**src/rtl/writeback_buffer.sv**
```systemverilog
// writeback_buffer: one-entry eviction buffer between cache and physical memory; reads take priority over drains.
// Define WB_READ_FORWARD_EN to serve read hits straight from the buffered line.
module writeback_buffer (
  input  logic         clk,
  input  logic         reset,
  input  logic         wb_write,
  input  logic [15:0]  wb_addr,
  input  logic [127:0] wb_wdata,
  output logic         wb_ready,
  input  logic         cache_read,
  input  logic [15:0]  cache_addr,
  output logic [127:0] cache_rdata,
  output logic         cache_resp,
  output logic         pmem_read,
  output logic         pmem_write,
  output logic [15:0]  pmem_address,
  output logic [127:0] pmem_wdata,
  input  logic [127:0] pmem_rdata,
  input  logic         pmem_resp
);
  typedef enum logic [1:0] {IDLE, READ, DRAIN, RESP} state_t;
`ifdef WB_READ_FORWARD_EN
  localparam state_t hit_next = RESP;
`else
  localparam state_t hit_next = DRAIN;
`endif
  state_t state, state_n;
  logic valid;
  logic [11:0] tag;
  logic [127:0] line, fill;
  logic hit;
  assign hit = valid && cache_addr[15:4] == tag;
  assign wb_ready = ~valid;
  assign cache_resp = state == RESP;
  assign cache_rdata = fill;
  assign pmem_read = state == READ;
  assign pmem_write = state == DRAIN;
  assign pmem_address = pmem_read ? {cache_addr[15:4], 4'h0} : pmem_write ? {tag, 4'h0} : 16'h0;
  assign pmem_wdata = line;
  always_ff @(posedge clk)
    state <= reset ? IDLE : state_n;
  always_comb begin
    state_n = state;
    unique case (state)
      IDLE:  state_n = cache_read ? (hit ? hit_next : READ) : valid ? DRAIN : IDLE;
      READ:  state_n = pmem_resp ? RESP : READ;
      DRAIN: state_n = pmem_resp ? IDLE : DRAIN;
      RESP:  state_n = IDLE;
    endcase
  end
  always_ff @(posedge clk) begin
    if (reset) begin
      valid <= 1'b0;
      tag   <= '0;
      line  <= '0;
      fill  <= '0;
    end else begin
      if (wb_write && !valid) begin
        valid <= 1'b1;
        tag   <= wb_addr[15:4];
        line  <= wb_wdata;
      end else if (state == DRAIN && pmem_resp)
        valid <= 1'b0;
      if (state == READ && pmem_resp)
        fill <= pmem_rdata;
      else if (state == IDLE && cache_read && hit && hit_next == RESP)
        fill <= line;
    end
  end
endmodule

```
**config.mk**
```make
export PLATFORM = sky130hd
export DESIGN_NAME = writeback_buffer
export DESIGN_NICKNAME = d
export VERILOG_FILES = /design/src/rtl/writeback_buffer.sv
export SDC_FILE = /design/constraint.sdc
export NUM_CORES = 1
export LEC_CHECK = 0
export CORE_AREA = 2 2 223 225
export CTS_CLUSTER_DIAMETER = 200
export DETAILED_ROUTE_END_ITERATION = 10
export DIE_AREA = 0 0 225 227
export PLACE_DENSITY = 0.48
export SYNTH_ARGS = -nofsm -noshare
export SYNTH_HDL_FRONTEND = slang
export SYNTH_SLANG_ARGS = --single-unit
```
**constraint.sdc**
```tcl
create_clock -name clk -period 2.8 [get_ports clk]
set_input_delay 0.28 -clock clk [delete_from_list [all_inputs] [get_ports clk]]
set_output_delay 0.28 -clock clk [all_outputs]
set_load 0.02 [all_outputs]
```
Word level (Yosys, flattened, before mapping)
Index checks and enable logic that the tools add are counted.
- register bits: 271
- latch bits: 0
- bits in writable memories: 0
- memory bits (read-only): 0
- output and inout port bits: 276
- word-level logic and storage cells: 27
- memories kept: 0
- $add $sub $neg: 0
- multipliers: 0
- div/mod/pow operators: 0
- order comparisons: 0
- eq/ne operators: 4
- shift-type cells: 0
- mux-type cells: 10
- bitwise logic cells: 1
- reductions and logical operators: 7
- operator list (kind ; count):
    $mux 16 ; 2
    $eq 12x12->1 ; 1
    $mux 2 ; 5
    $pmux 2 s4 ; 1
    $eq 2x2->1 const B ; 2
    $logic_and 1x1->1 ; 4
    $eq 2x1->1 const B ; 1
    $logic_not 2->1 ; 1
    $mux 1 ; 2
    $reduce_bool 2->1 ; 1
    $logic_not 1->1 ; 1
    $not 1->1 ; 1

Logic depth before layout (Yosys ltp)
- depth after elaboration: 5
- depth in mapped cells: 6

Worst setup path before layout
OpenSTA, ideal clock, no wires.
- path type: register -> output
- from: register state[1]
- to: output port pmem_address[10]
- arrival time: 1.302 ns
- required time: 2.520 ns
- setup slack: 1.218 ns
- cell stages (with the launch flop): 4
- path buffers: 1
- cell sequence: dfxtp_1 -> and2b_4 -> clkbuf_1 -> a22o_1
- elaborated cells between the ends (all ways): 4
- those cells by class: eq/ne (2); mux (2)
- RTL lines (element ; line ; text):
    start: declaration ; 27 ; state_t state, state_n;
    start signal: assignment ; 41 ; state <= reset ? IDLE : state_n;
    $eq 2x1->1 ; 36 ; assign pmem_read = state == READ;
    named net pmem_read ; 14 ; output logic pmem_read,
    $mux 16 ; 38 ; assign pmem_address = pmem_read ? {cache_addr[15:4], 4'h0} : pmem_write ? {tag, 4'h0} : 16'h0;
    end: declaration ; 16 ; output logic [15:0] pmem_address,
The timed path passes the listed nets, and every way through them passes these cells.

Worst setup path after layout
- from: register state[1]
- to: output port pmem_address[15]
- longest elaborated chain between the ends: 3
- elaborated cells between the ends (all ways): 4
- those cells by class: eq/ne (2); mux (2)
- RTL lines (element ; line ; text):
    $eq 2x2->1 ; 37 ; assign pmem_write = state == DRAIN;
    $mux 16 ; 38 ;
    $mux 16 * ; 38 ;
Every way passes the cells marked *; elsewhere a longest branch is shown, timed or not.

==> results.py <==
metrics = {
    "grt": {
        "overflow": 0,
        "first_global_vias": 9653,
        "track_usage_pct": 14.4,
        "grt_antenna_before_repair": 1,
        "grt_pass1_wl_um": 57000,
        "grt_max_degree": 110,
    },
    "sta": {
        "period_share_pct": 84.8,
        "setup_slack_ns": 0.425,
        "finalSetupViolCount": 0,
        "fin_worst_skew_ns": 0.0125,
        "rsz0062_at_grt": "false",
        "relSlewSlack_pct": 55.7,
        "drv_slew": 0,
        "finalCriticalPeriod_ns": 2.38,
        "fmax_mhz": 421,
        "hold_viol_final": 0,
        "fin_tns_setup_ns": 0,
        "worst_pin_slew_ns": 0.658,
    },
    "clocking": {
        "clk_pin_slew_worst_paths_ns": 0.05,
        "clk_path_buf_depth": 3,
        "clock_latency_ns": 0.52,
        "clk_root_buffer_cell": "clkbuf_16",
        "cts_setup_buffers": 0,
        "cts.sinks": 271,
        "numCtsBuffers": 34,
        "ctsResizeCount": 0,
        "cts_tree": "done",
        "cts_hold_buf": 0,
        "htreeDepth": 2,
    },
    "synth": {
        "synth_seq_cells": 271,
        "yosysTopAreaCellShare_pct": 56.0,
        "synth_area_mm2": 0.00969,
        "synth.yosys.seq_area_share_pct": 56.0,
        "ys_warn_count": 0,
        "yosys.area.top_type": "dfxtp_1",
        "ys_types": 25,
        "avgSynthCellArea_um2": 7.94,
        "ys_top_cells_by_area": "dfxtp_1 56%, nand2_1 21%, a21oi_1 14%",
        "syn_inst": 1220,
    },
    "hold_path": {
        "min_path_type": "in -> reg",
        "holdPathStages": 2,
        "hold_start": "reset",
        "worstHoldEndpoint": "valid$_SDFFE_PP0P_",
    },
    "worst_setup_path": {
        "r2r_end": "cache_rdata[74]$_SDFFE_PP0P_",
        "cp.required_ns": 2.52,
        "worstReg2RegStart": "state[1]$_SDFF_PP0_",
        "crit_fanout": 15,
        "path_cells": "and2b_4 > a22o_1 > clkdlybuf4s50_1",
        "path_class": "reg -> out",
        "cp.arrival_ns": 2.10,
        "crit_buf_inv": 1,
        "r2r_cells": 5,
        "cpMaxStageDelayCell": "clkdlybuf4s50_1",
        "start_kind": "flip-flop",
        "crit_path_end_kind": "output pin",
        "path_delay_family": "buffers and inverters",
        "r2r_slack_ns": 1.08,
        "cpPeakStageDelay_ns": 0.64,
    },
    "route": {
        "drt_iter0_markers": 364,
        "vias_per_cell": 4.15,
        "drtAntennaViolNets": 0,
        "drt_wl_total_um": 38700,
        "vias": 9891,
        "wl_per_cell_um": 16.2,
        "drc": 0,
        "first_pass_iters": 4,
    },
    "die": {
        "pin_count": 569,
        "coreArea_mm2": 0.0485,
        "die_w_um": 225,
        "die-area_mm2": 0.0511,
        "die_y_um": 227,
        "rows": 81,
        "start_util_pct": 20.0,
    },
    "finish": {
        "final_cell_mix": "555 x clkdlybuf4s50_1, 538 x nand2_1, 271 x dfxtp_1",
        "fin_nets": 2030,
        "fillerInstances": 5148,
        "final_area_mm2": 0.0168,
        "layout_commonest_cell": "clkdlybuf4s50_1",
        "layout-drive-gt1-share_pct": 4.14,
        "syn_to_final_growth_pct": 73.7,
    },
    "place": {
        "hpwlAfterDp_um": 27800,
        "io_buffers": 556,
        "postPlaceCellArea_mm2": 0.0157,
        "place_ws_ns": 0.877,
        "gp_congestion": 0.725,
    },
    "job": {
        "cap_viol_max_count": 0,
    },
    "pwr": {
        "power.density_mw_per_mm2": 609,
        "power.leakage_nw": 5.99,
        "vdd_drop_max_mv": 0.464,
    },
    "status": {
        "outcome": "completed",
    },
}
[cell families (layout without fill, tap and decap cells)]
logic type             Yosys count  count (layout)  share of synthesized area (%)
buffers and inverters           96             635                           5.74
AO/OA/AOI/OAI                  286             286                           15.3
other                            1               5                         0.0387
AND/OR/NAND/NOR                554             554                           21.8
XOR/XNOR                        12              12                           1.09
flip-flops                     271             271                           56.0
[registers in the layout, summed over array words and instances, names as in the netlist]
register,flops
valid,1
tag,12
pmem_wdata,128
cache_rdata,128
state,2
[power breakdown]
| group | switching, mW | internal [mW] |
|---|---|---|
| sequential | 0.112 | 4.07 |
| combinational | 0.868 | 0.883 |
| clock | 1.71 | 2.61 |
| total | 2.69 | 7.56 |
[synth_stat cells (all sizes together)]
master and instances:
and4 1, nor2 4, nor2b 3, buf 59, conb 1, nand4 1
xnor2 5, nor4 2, and2 2, o21ai 2, and2b 1, a21oi 269
dfxtp 271, inv 1, clkbuf 36, xor2 7, a22o 13, nand2 540
a211oi 1, a31oi 1
[per-stage QoR]
stage	util, %	power (mW)	hold slack, ns	std cells
after floorplan	-	5.04	0.416	1223
after global placement	32.4	6.03	0.441	2323
after detailed placement	32.4	6.04	0.445	2323
after CTS	34.7	10.5	0.259	2384
after global routing	34.7	10.7	0.271	2385
final	34.7	10.3	0.287	2385
[layout make-up]
type	instances	area [um2]	area share (%)
inverter	1	3.75	0.0223
multi-input combinational	856	3740	22.2
timing repair buffer	573	5780	34.4
clock inverter	7	66.3	0.394
antenna	1	2.50	0.0149
tap	622	778	4.62
clock buffer	54	1030	6.10
sequential	271	5430	32.2
[worst max path at each step]
stage                             start                           end  cells after the start
finish              state[1]$_SDFF_PP0_              pmem_address[15]                      3
global route        state[1]$_SDFF_PP0_               pmem_address[5]                      4
CTS                 state[0]$_SDFF_PP0_               pmem_address[9]                      3
detailed placement             wb_write   pmem_wdata[39]$_SDFFE_PP0P_                      5
global placement               wb_write  pmem_wdata[116]$_SDFFE_PP0P_                      5
floorplan           state[1]$_SDFF_PP0_              pmem_address[10]                      3
[per-layer routing]
metal  up-vias  GRT usage (%)  share of wire [%]
met1      4513           16.0                 39
met2       390           24.7                 48
li1       4949              -                  -
met5         -              0                  0
met3        39           6.69                 11
met4         0           3.78                1.8
No activity file was read; power rests on OpenSTA's default activity.
